===== config.mk =====
export PLATFORM = sky130hd
export DESIGN_NAME = npu_conv_engine
export DESIGN_NICKNAME = d
export VERILOG_FILES = /design/src/rtl/npu_pkg.sv /design/src/rtl/npu_mac_lane.sv /design/src/rtl/npu_conv_engine.sv
export SDC_FILE = /design/constraint.sdc
export NUM_CORES = 1
export LEC_CHECK = 0
export BUFFER_PORTS_ARGS = -buffer_cell sky130_fd_sc_hd__buf_4
export CORE_MARGIN = 2
export CORE_UTILIZATION = 55
export DETAILED_ROUTE_END_ITERATION = 7
export PLACE_DENSITY_LB_ADDON = 0.15
export SLEW_MARGIN = 20
export SYNTH_ARGS = -nofsm -noshare
export SYNTH_HDL_FRONTEND = slang
export SYNTH_SLANG_ARGS = --single-unit

===== constraint.sdc =====
create_clock -name ck -period 10.9 [get_ports ck]
set_clock_uncertainty 0.15 [all_clocks]
set_input_delay 2.725 -clock ck [delete_from_list [all_inputs] [get_ports ck]]
set_output_delay 2.725 -clock ck [all_outputs]
set_load 0.005 [all_outputs]

===== src/rtl/npu_pkg.sv =====
// Shared widths, FSM encoding, ternary-weight decode and layer-config table for npu_conv_engine.
// Build option NPU_CKGATE_EN adds an active-lane count (ckg) to each layer entry.
package npu_pkg;
  localparam int N    = 8;
  localparam int W    = 8;
  localparam int ACCW = 12;
  localparam int KMAX = 3;
  localparam int AW   = 10;
  localparam int WAW  = 16;
  localparam int CW   = 4;  // holds K, B, C, T up to KMAX/4 and ckg up to W

  typedef enum logic [2:0] {
    S_IDLE = 3'd0,
    S_CLR  = 3'd1,
    S_MAC  = 3'd2,
    S_WR   = 3'd3,
    S_DONE = 3'd4
  } state_t;

  typedef struct packed {
    logic [CW-1:0] k;
    logic [CW-1:0] b;
    logic [CW-1:0] c;
    logic [CW-1:0] t;
`ifdef NPU_CKGATE_EN
    logic [CW-1:0] ckg;
`endif
  } layer_cfg_t;

  function automatic logic signed [1:0] w_decode(input logic [1:0] code);
    logic signed [1:0] v;
    case (code)
      2'b01:   v = 2'sb01;
      2'b11:   v = 2'sb11;
      default: v = 2'sb00;
    endcase
    return v;
  endfunction

  function automatic layer_cfg_t cfg_lookup(input logic sel_c1);
    layer_cfg_t cfg;
    if (sel_c1) begin
      cfg.k = 4'd3;
      cfg.b = 4'd1;
      cfg.c = 4'd4;
      cfg.t = 4'd4;
`ifdef NPU_CKGATE_EN
      cfg.ckg = 4'd8;
`endif
    end else begin
      cfg.k = 4'd3;
      cfg.b = 4'd4;
      cfg.c = 4'd4;
      cfg.t = 4'd2;
`ifdef NPU_CKGATE_EN
      cfg.ckg = 4'd6;
`endif
    end
    return cfg;
  endfunction
endpackage


===== src/rtl/npu_mac_lane.sv =====
// One datapath lane: saturating signed multiply-accumulate of a ternary weight
// by a 4-bit activation, with a registered ReLU clamped to 0..15.
module npu_mac_lane
  import npu_pkg::*;
(
  input  logic              i_ck,
  input  logic              i_rst,
  input  logic              i_clr,
  input  logic              i_mac,
  input  logic              i_wr,
  input  logic              i_lane_en,
  input  logic [3:0]        i_act,
  input  logic signed [1:0] i_w,
  output logic [N-1:0]      o_relu
);
  localparam logic signed [ACCW:0]   ACC_MAX  = {2'b00, {(ACCW-1){1'b1}}};
  localparam logic signed [ACCW:0]   ACC_MIN  = {2'b11, {(ACCW-2){1'b0}}, 1'b1};
  localparam logic signed [ACCW-1:0] RELU_MAX = {{(ACCW-4){1'b0}}, 4'hF};

  logic signed [ACCW-1:0] r_acc;
  logic [N-1:0]           r_relu;
  logic signed [ACCW:0]   w_term;
  logic signed [ACCW:0]   w_sum;
  logic signed [ACCW-1:0] w_acc_nxt;
  logic [N-1:0]           w_relu;

  // Next accumulator value, clamped symmetrically instead of wrapping.
  always_comb begin
    w_term = '0;
    case (i_w)
      2'sb01:  w_term = {{(ACCW-3){1'b0}}, i_act};
      2'sb11:  w_term = -{{(ACCW-3){1'b0}}, i_act};
      default: w_term = '0;
    endcase
    w_sum = $signed({r_acc[ACCW-1], r_acc}) + w_term;
    if (w_sum > ACC_MAX) begin
      w_acc_nxt = ACC_MAX[ACCW-1:0];
    end else if (w_sum < ACC_MIN) begin
      w_acc_nxt = ACC_MIN[ACCW-1:0];
    end else begin
      w_acc_nxt = w_sum[ACCW-1:0];
    end
  end

  // ReLU of the current accumulator, clamped to the 4-bit activation range.
  always_comb begin
    w_relu = '0;
    if (r_acc[ACCW-1]) begin
      w_relu = '0;
    end else if (r_acc > RELU_MAX) begin
      w_relu = {{(N-4){1'b0}}, 4'hF};
    end else begin
      w_relu = r_acc[N-1:0];
    end
  end

  // Accumulator and result register; a gated lane holds zero in both.
  always_ff @(posedge i_ck) begin
    if (i_rst) begin
      r_acc  <= '0;
      r_relu <= '0;
    end else begin
      if (i_clr || !i_lane_en) begin
        r_acc <= '0;
      end else if (i_mac) begin
        r_acc <= w_acc_nxt;
      end
      if (i_wr) begin
        r_relu <= i_lane_en ? w_relu : '0;
      end
    end
  end

  assign o_relu = r_relu;
endmodule


===== src/rtl/npu_conv_engine.sv =====
// Convolution engine top: layer-config table, control FSM, address generation and W MAC lanes.
// Build option NPU_CKGATE_EN limits each layer to its configured number of active lanes.
module npu_conv_engine
  import npu_pkg::*;
(
  input  logic             ck,
  input  logic             rst,
  input  logic             start,
  input  logic             c1_c2_n,
  input  logic [N*W-1:0]   i_acth,
  input  logic [N*W-1:0]   i_actv,
  input  logic [1:0]       i_weight,
  output logic [WAW-1:0]   i_weight_addr,
  output logic             i_data_ev_odd_n,
  output logic [AW-1:0]    i_data_even_addr,
  output logic [AW-1:0]    i_data_odd_addr,
  output logic             o_data_ev_odd_n,
  output logic [AW-1:0]    o_data_even_addr,
  output logic [AW-1:0]    o_data_odd_addr,
  output logic             o_data_wr,
  output logic [N*W-1:0]   o_data_relu,
  output logic             ctrl_wr_pipe,
  output logic             done
);
  state_t        r_state;
  layer_cfg_t    r_cfg;
  logic [CW-1:0] r_c, r_t, r_b, r_r, r_s;
  logic          r_out_ev_odd_n;
  logic [AW-1:0] r_out_addr;
  logic          r_data_wr;
  logic          r_wr_pipe;
  logic          r_done;

  logic              w_mac, w_clr, w_wr, w_ldh_v_n;
  logic              w_s_last, w_r_last, w_b_last, w_t_last, w_c_last;
  logic [AW-1:0]     w_data_addr;
  logic [WAW-1:0]    w_wt_addr;
  logic [AW-1:0]     w_idx;
  logic signed [1:0] w_wt;

  assign w_mac     = (r_state == S_MAC);
  assign w_clr     = (r_state == S_CLR);
  assign w_wr      = (r_state == S_WR);
  assign w_ldh_v_n = (r_s == 4'd0);

  assign w_s_last = (r_s == r_cfg.k - 4'd1);
  assign w_r_last = (r_r == r_cfg.k - 4'd1);
  assign w_b_last = (r_b == r_cfg.b - 4'd1);
  assign w_t_last = (r_t == r_cfg.t - 4'd1);
  assign w_c_last = (r_c == r_cfg.c - 4'd1);

  assign w_data_addr = ((AW'(r_b) * AW'(r_cfg.t) + AW'(r_t)) * AW'(r_cfg.k) + AW'(r_r))
                       * AW'(r_cfg.k) + AW'(r_s);
  assign w_wt_addr   = ((WAW'(r_c) * WAW'(r_cfg.b) + WAW'(r_b)) * WAW'(r_cfg.k) + WAW'(r_r))
                       * WAW'(r_cfg.k) + WAW'(r_s);
  assign w_idx       = AW'(r_c) * AW'(r_cfg.t) + AW'(r_t);
  assign w_wt        = w_decode(i_weight);

  // Read-side addresses are only meaningful while taps are being consumed.
  assign i_data_even_addr = w_mac ? w_data_addr : '0;
  assign i_data_odd_addr  = w_mac ? w_data_addr : '0;
  assign i_weight_addr    = w_mac ? w_wt_addr : '0;
  assign i_data_ev_odd_n  = w_mac ? ~r_r[0] : 1'b0;

  assign o_data_ev_odd_n  = r_out_ev_odd_n;
  assign o_data_even_addr = r_out_addr;
  assign o_data_odd_addr  = r_out_addr;
  assign o_data_wr        = r_data_wr;
  assign ctrl_wr_pipe     = r_wr_pipe;
  assign done             = r_done;

  // Control FSM: layer sequencing, tap counters and registered result strobes/address.
  always_ff @(posedge ck) begin
    if (rst) begin
      r_state        <= S_IDLE;
      r_cfg          <= '0;
      r_c            <= '0;
      r_t            <= '0;
      r_b            <= '0;
      r_r            <= '0;
      r_s            <= '0;
      r_out_ev_odd_n <= 1'b0;
      r_out_addr     <= '0;
      r_data_wr      <= 1'b0;
      r_wr_pipe      <= 1'b0;
      r_done         <= 1'b0;
    end else begin
      r_data_wr <= 1'b0;
      r_wr_pipe <= 1'b0;
      r_done    <= 1'b0;
      case (r_state)
        S_IDLE: begin
          if (start) begin
            r_cfg   <= cfg_lookup(c1_c2_n);
            r_c     <= '0;
            r_t     <= '0;
            r_state <= S_CLR;
          end
        end
        S_CLR: begin
          r_b     <= '0;
          r_r     <= '0;
          r_s     <= '0;
          r_state <= S_MAC;
        end
        S_MAC: begin
          if (!w_s_last) begin
            r_s <= r_s + 4'd1;
          end else begin
            r_s <= '0;
            if (!w_r_last) begin
              r_r <= r_r + 4'd1;
            end else begin
              r_r <= '0;
              if (!w_b_last) begin
                r_b <= r_b + 4'd1;
              end else begin
                r_b       <= '0;
                r_wr_pipe <= 1'b1;
                r_state   <= S_WR;
              end
            end
          end
        end
        S_WR: begin
          r_data_wr      <= 1'b1;
          r_out_ev_odd_n <= w_idx[0];
          r_out_addr     <= {1'b0, w_idx[AW-1:1]};
          if (!w_t_last) begin
            r_t     <= r_t + 4'd1;
            r_state <= S_CLR;
          end else begin
            r_t <= '0;
            if (!w_c_last) begin
              r_c     <= r_c + 4'd1;
              r_state <= S_CLR;
            end else begin
              r_c     <= '0;
              r_state <= S_DONE;
            end
          end
        end
        S_DONE: begin
          r_done  <= 1'b1;
          r_state <= S_IDLE;
        end
        default: r_state <= S_IDLE;
      endcase
    end
  end

  for (genvar gi = 0; gi < W; gi++) begin : g_lane
    logic [3:0] w_act;
    logic       w_lane_en;

    assign w_act = w_ldh_v_n ? i_acth[(W-1-gi)*N +: 4] : i_actv[(W-1-gi)*N +: 4];
`ifdef NPU_CKGATE_EN
    assign w_lane_en = (CW'(gi) < r_cfg.ckg);
`else
    assign w_lane_en = 1'b1;
`endif

    npu_mac_lane u_lane (
      .i_ck      (ck),
      .i_rst     (rst),
      .i_clr     (w_clr),
      .i_mac     (w_mac),
      .i_wr      (w_wr),
      .i_lane_en (w_lane_en),
      .i_act     (w_act),
      .i_w       (w_wt),
      .o_relu    (o_data_relu[(W-1-gi)*N +: N])
    );
  end
endmodule


==> results of run 1 <==
-- routing by layer --
layer / global-route usage / vias up / share of wire
li1: - / 7838 / -
met1: 0.314 / 7269 / 0.45
met2: 0.456 / 366 / 0.49
met3: 0.0291 / 73 / 0.039
met4: 0.0826 / 0 / 0.023
met5: 0 / - / 0
-- cells in the mapped netlist, types with 9 or more instances --
cell type  count
o21ai_0      131
inv_1        122
nand3_1       13
fa_1          26
xnor2_1       91
o22ai_1       18
nor4_1        22
maj3_1        14
a21o_1        47
o21bai_1      19
buf_4         29
nand2_1       90
nor2b_1       39
ha_1         253
dfxtp_1      197
nand4_1        9
mux2i_1       36
and3_1        20
a31oi_1       15
xor2_1        49
or3_1         13
and2_1        98
nor3_1        45
a211oi_1      60
a21oi_1      174
nand2b_1      12
a221o_1       14
o21a_1        17
clkbuf_1      60
nor4b_1        9
nor2_1       207
or4_1          9
-- layout by cell type (no fill, tap or decap), types with 7 or more instances in the layout --
master / instances
xnor2_1: 91
fa_1: 26
and2_1: 98
nor2_1: 203
nand4_1: 9
xor2_1: 49
nor4_1: 22
or2_2: 8
nand2b_1: 12
conb_1: 9
or3_1: 13
o21bai_1: 19
nand3b_1: 8
a221o_1: 14
buf_4: 195
clkbuf_16: 17
inv_1: 122
o21ai_0: 131
ha_1: 253
a2111oi_0: 7
nand2_1: 90
or4_1: 9
dfxtp_1: 197
nand3_1: 13
mux2i_1: 36
a31oi_1: 15
nor3_1: 45
a211oi_1: 60
o22ai_1: 18
nor2b_1: 39
nor4b_1: 8
maj3_1: 14
a21o_1: 47
o21a_1: 17
a221oi_1: 7
a21oi_1: 174
and3_1: 20
-- area by class of cell --
| class | count | area share |
|---|---|---|
| clock buffers | 18 | 0.0224 |
| clock inverters | 14 | 0.00785 |
| inverters | 122 | 0.0233 |
| multi-input cells | 1705 | 0.645 |
| flip-flops and latches | 197 | 0.201 |
| well taps | 402 | 0.0256 |
| repair buffers | 195 | 0.0746 |
-- cells by family after synthesis --
group,Yosys count,synth area share
compound gates,594,0.219
xor+xnor,144,0.0748
fa+ha+maj,293,0.219
buf+inv,222,0.0549
flops,197,0.225
mux,42,0.0244
other cells,1,0.000214
simple gates,623,0.183
-- through the flow --
step           power [mW]  worst slack, ps  utilization  cells
2_1_floorplan        1.26             2040            -   2124
3_3_place_gp         1.40             1600        0.604   2621
3_5_place_dp         1.41             1560        0.604   2621
4_1_cts              2.06             1020        0.623   2653
5_1_grt              2.17              652        0.623   2653
6_report             2.05             1080        0.623   2653
-- registers in the layout, summed over array words and instances, names as in the netlist --
signal and flops:
g_lane.u_lane.o_relu 64, o_data_wr 1, o_data_ev_odd_n 1, r_c 4
r_r 4, ctrl_wr_pipe 1, done 1, r_state 3
r_b 4, r_s 4, r_t 4, o_data_even_addr 7
g_lane.u_lane.r_acc 96, r_cfg 3
-- power by group through the flow --
stage / logic [mW] / clock network (mW) / registers (mW)
floorplan: 0.464 / 0 / 0.798
global placement: 0.587 / 0 / 0.812
detailed placement: 0.602 / 0 / 0.812
CTS: 0.606 / 0.657 / 0.796
global route: 0.681 / 0.683 / 0.802
finish: 0.610 / 0.641 / 0.797
-- worst max-delay path by stage --
stage,startpoint,to,slack (ps),cells past startpoint
finish,r_cfg[1],i_weight_addr[12],1080,23
global route,r_cfg[8],i_data_even_addr[9],650,27
CTS,r_cfg[8],i_data_even_addr[9],1020,27
detailed placement,r_cfg[1],i_weight_addr[12],1560,23
global placement,r_cfg[1],i_weight_addr[12],1600,23
floorplan,r_cfg[1],i_data_odd_addr[9],2040,28
==> flow_summary_export.csv, run 1 <==
group,metric,value,unit
power_and_ir_drop,cellLeakagePower,9.63,nW
timing,rsz0062_at_grt,"false",
global_route,track_usage,0.253,
synthesis,synth_edf_count,0,
job,drv_cap,0,
floorplanning,rows,65,
floorplanning,start_util,0.556,
placed_design,io_buffers,185,
critical_path,worst_setup_path_start_kind,"register",
critical_path,r2r_cells,16,
placed_design,placed_area,19000,um2
synthesis,synthTopCellsByArea,"dfxtp_1 (23%), ha_1 (18%), a21oi_1 (5.0%)",
layout,fillers,2803,
synthesis,synthFlopType,"dfxtp_1",
placed_design,dpl.hpwl,31.8,mm
drt,wl,42.2,mm
clock_tree,cts_made_buffers,17,
drt,drt-pass1-iter-count,8,
clock_tree,clock_latency,450,ps
drt,viasPerCell,5.86,
clock_tree,cts_resized,0,
critical_path,worstSetupPathType,"reg2out",
clock_tree,root_buffer,"clkbuf_16",
layout,layout-drive-gt1-share,0.123,
worst_hold_path,hold_path_class,"reg2reg",
layout,diodes,0,
worst_hold_path,min_from,"g_lane[5].u_lane.o_relu[5]",
timing,slew-limit-headroom,0.325,
global_route,grt_overflow_total,0,
synthesis,synth-seq-cells,197,
synthesis,ys_types,90,
drt,drt-wirelength-per-cell,15.9,um
synthesis,ys_seq_area_frac,0.225,
critical_path,cp.required,8030,ps
layout,area_growth,12.0,%
global_route,grt_pass1_wl,70.4,mm
power_and_ir_drop,p_sw,0.729,mW
global_route,grt_pass1_vias,15082,
power_and_ir_drop,comb_power_share,0.298,
critical_path,cpPeakStageDelay,550,ps
critical_path,r2r_slack,5240,ps
clock_tree,ctsHoldBuffers,0,
timing,worstMarginPinSlew,1000,ps
critical_path,cpMaxStageDelayCell,"fa_1",
timing,fin_crit,9820,ps
critical_path,path_cells,"and2_1, ha_1, ha_1, fa_1, and2_1, ha_1, fa_1, fa_1, and2_1, ha_1, inv_1, fa_1, inv_1, ha_1, a21o_1, a21oi_1, o21ai_0, a2111oi_0, nor3_1, a31oi_1, nor2b_1, o211a_1, buf_4",
drt,drt-initial-drc-count,858,
power_and_ir_drop,ir_worst_vdd,95.7,uV
floorplanning,die_x,182,um
floorplanning,dieArea,33300,um2
drt,drtAntennaViolNets,0,
clock_tree,htreeDepth,4,
critical_path,reg2reg_to,"g_lane[5].u_lane.r_acc[8]",
layout,final_area,19600,um2
timing,max_clock_freq,102,MHz
floorplanning,core_area,31500,um2
layout,ff_latch_area,3940,um2
timing,fin_tns_setup,0,ps
worst_hold_path,hold_depth,1,
synthesis,synthArstFlopShare,0,
drt,via_count,15546,
placed_design,place.gp.congestion,0.914,
synthesis,synth-warning-count,0,
global_route,antenna_found_initial,0,
synthesis,syn_area,17500,um2
synthesis,netlist_instances,2116,
timing,hold_viol_final,0,
worst_hold_path,hold_end,"g_lane[5].u_lane.o_relu[5]",
timing,setup_viol,0,
floorplanning,boundaryPins,259,
clock_tree,cts_buffer_depth,2,
clock_tree,cts_tree,"built",
layout,multi_input_area,12700,um2
synthesis,syn_avg_cell_area,8.27,um2
critical_path,cpMostUsedCell,"ha_1",
critical_path,critPathBufInv,3,
critical_path,end_kind,"output pin",
power_and_ir_drop,swShare,0.356,
critical_path,critPathArrivalTime,6950,ps
critical_path,r2r_start,"r_s[0]",
critical_path,worst-path-max-fanout,10,
power_and_ir_drop,power.internal,1.32,mW
synthesis,synthDominantCellAreaShare,0.225,
outcome,run_status,"complete, no violations",
timing,fin_crit_sh,0.901,
timing,fin_hold_ws,313,ps
drt,drcViolationCount,0,
power_and_ir_drop,cellPowerDensity,104,nW/um2
layout,nets,2651,
critical_path,crit_family,"adder cells",
power_and_ir_drop,p_seq_frac,0.389,
clock_tree,clkTransAtPathRegs,80,ps
synthesis,yosysTopAreaCell,"dfxtp_1",
power_and_ir_drop,p_clk_frac,0.313,
global_route,grt_max_degree,82,
floorplanning,die_y,182,um
clock_tree,cts.sinks,197,
clock_tree,postCtsSetupBuffers,0,
timing,drv_slew,0,
No activity file was read; power rests on OpenSTA's default activity.
==> run 2, diff against run 1 <==
CELL_PAD_IN_SITES_DETAIL_PLACEMENT = 0   (was not set)
CELL_PAD_IN_SITES_GLOBAL_PLACEMENT = 1   (was not set)
CORE_UTILIZATION = 44   (was 55)
==> run 2 against run 1 <==
Cell area is 0.90% higher. Fmax hardly changed. Die area is 24% higher. Routed wire length is 3.9% higher. Setup slack worse by 2.1 ps. Combinational power hardly changed. Clock power is 3.7% higher. Cell count is 4.7% higher. Register-to-register slack worse by 40 ps. Largest cell class unchanged. Utilization is 12 points lower. Via count is 1.8% lower.
==> flow_summary_export.csv, run 2 (same netlist as run 1, synthesis figures left out) <==
group,metric,value,unit
outcome,run_status,"complete, no violations",
clock_tree,postCtsSetupBuffers,0,
drt,drt-pass1-iter-count,5,
job,drv_cap,0,
critical_path,reg2reg_to,"g_lane[1].u_lane.r_acc[6]",
layout,largest_reg_flops,96,
layout,diodes,0,
layout,regMostFlops,"g_lane.u_lane.r_acc",
layout,layout-drive-gt1-share,0.123,
global_route,track_usage,0.213,
floorplanning,core_area,39500,um2
floorplanning,die_y,203,um
critical_path,cp.required,8030,ps
timing,drv_slew,0,
placed_design,dpl.hpwl,33.8,mm
power_and_ir_drop,cellPowerDensity,105,nW/um2
drt,drtAntennaViolNets,0,
critical_path,crit_path_end,"i_weight_addr[12]",
global_route,grt_max_degree,72,
layout,area_growth,13.1,%
timing,worstMarginPinSlew,1020,ps
clock_tree,clkTransAtPathRegs,80,ps
power_and_ir_drop,cellLeakagePower,9.64,nW
floorplanning,rows,73,
timing,hold_viol_final,0,
floorplanning,start_util,0.444,
clock_tree,cts_buffer_depth,2,
timing,setup_viol,0,
critical_path,r2r_start,"r_s[0]",
floorplanning,dieArea,41400,um2
worst_hold_path,hold_path_class,"reg2reg",
clock_tree,cts_made_buffers,17,
critical_path,cpMaxStageDelayCell,"fa_1",
timing,rsz0062_at_grt,"false",
global_route,antenna_found_initial,0,
placed_design,place.gp.congestion,0.864,
timing,fin_crit_sh,0.901,
timing,max_clock_freq,102,MHz
critical_path,path_cells,"and2_1, ha_1, ha_1, fa_1, and2_1, ha_1, fa_1, fa_1, and2_1, ha_1, inv_1, fa_1, inv_1, ha_1, a21o_1, a21oi_1, o21ai_0, a2111oi_0, nor3_1, a31oi_1, nor2b_1, o211a_1, buf_4",
placed_design,pre_cts_ws,1520,ps
drt,via_count,15265,
critical_path,r2r_slack,5200,ps
layout,fillers,3857,
timing,fin_hold_ws,314,ps
timing,fin_ws,1080,ps
clock_tree,htreeDepth,4,
timing,fin_tns_setup,0,ps
critical_path,cpMostUsedCell,"ha_1",
critical_path,critPathArrivalTime,6950,ps
clock_tree,cts_tree,"built",
critical_path,worstSetupPathType,"reg2out",
clock_tree,clock_latency,460,ps
clock_tree,cts.sinks,197,
floorplanning,boundaryPins,259,
drt,drt-wirelength-per-cell,15.8,um
global_route,grt_overflow_total,0,
global_route,grt_pass1_wl,72.6,mm
layout,mostFrequentLayoutCells,"ha_1 (253), nor2_1 (204), dfxtp_1 (197)",
timing,fin_crit,9820,ps
drt,drcViolationCount,0,
critical_path,worst_setup_path_start_kind,"register",
layout,nets,2652,
critical_path,cpPeakStageDelay,550,ps
floorplanning,die_x,203,um
global_route,grt_pass1_vias,14663,
layout,final_util,0.502,
clock_tree,root_buffer,"clkbuf_16",
layout,final_common_cell,"ha_1",
power_and_ir_drop,ir_worst_vdd,98.6,uV
timing,slew-limit-headroom,0.318,
clock_tree,ctsHoldBuffers,0,
critical_path,cp-startpoint,"r_cfg[1]",
critical_path,end_kind,"output pin",
critical_path,r2r_cells,17,
drt,wl,43.9,mm
placed_design,io_buffers,185,
drt,drt-initial-drc-count,718,
clock_tree,cts_resized,0,
drt,viasPerCell,5.50,
critical_path,worst-path-max-fanout,10,
-- run 2: worst min-delay path by stage --
stage | start | to | slack [ps] | depth (start not counted)
finish | o_data_ev_odd_n | o_data_ev_odd_n | 310 | 2
CTS | g_lane[0].u_lane.o_relu[6] | g_lane[0].u_lane.o_relu[6] | 320 | 1
global placement | g_lane[6].u_lane.o_relu[6] | g_lane[6].u_lane.o_relu[6] | 290 | 1
floorplan | g_lane[7].u_lane.r_acc[8] | g_lane[7].u_lane.r_acc[8] | 290 | 2
detailed placement | g_lane[2].u_lane.o_relu[6] | g_lane[2].u_lane.o_relu[6] | 290 | 1
global route | g_lane[6].u_lane.o_relu[7] | g_lane[6].u_lane.o_relu[7] | 330 | 1
-- run 2: final cells by class --
cell class	instances	area, um2	area share
multi-input cells	1705	12700	0.639
clock inverters	15	185	0.00936
inverters	122	458	0.0231
flip-flops and latches	197	3940	0.199
well taps	525	657	0.0332
clock buffers	17	425	0.0215
repair buffers	196	1470	0.0743
-- run 2: power by group --
group	leakage (nW)	switching [mW]	internal, mW
Sequential	1.59	0.0384	0.756
Combinational	7.75	0.363	0.246
Clock	0.290	0.335	0.331
Total	9.64	0.736	1.33
-- run 2: metal layers --
| metal | vias up | part of all wire | global-route usage | wire, um |
|---|---|---|---|---|
| li1 | 7851 | - | - | - |
| met1 | 7129 | 0.47 | 0.279 | 20700 |
| met2 | 247 | 0.48 | 0.370 | 21200 |
| met3 | 38 | 0.031 | 0.0248 | 1350 |
| met4 | 0 | 0.015 | 0.0558 | 676 |
| met5 | - | 0 | 0 | 0 |
-- run 2: stage by stage --
stage	power (mW)	cells	area, um2
CTS	2.09	2777	19800
global route	2.20	2777	19800
detailed placement	1.42	2745	19200
finish	2.07	2777	19800
floorplan	1.26	2124	17500
global placement	1.41	2745	19200
-- run 2: worst max-delay path, delay by kind of cell, from the launching register on --
family / cells / cell delay (ps)
adder cells (fa/ha/maj): 9 / 3470
flip-flops: 1 / 490
AND/OR/NAND/NOR: 5 / 860
buffers and inverters: 3 / 250
AO/OA/AOI/OAI: 6 / 1430
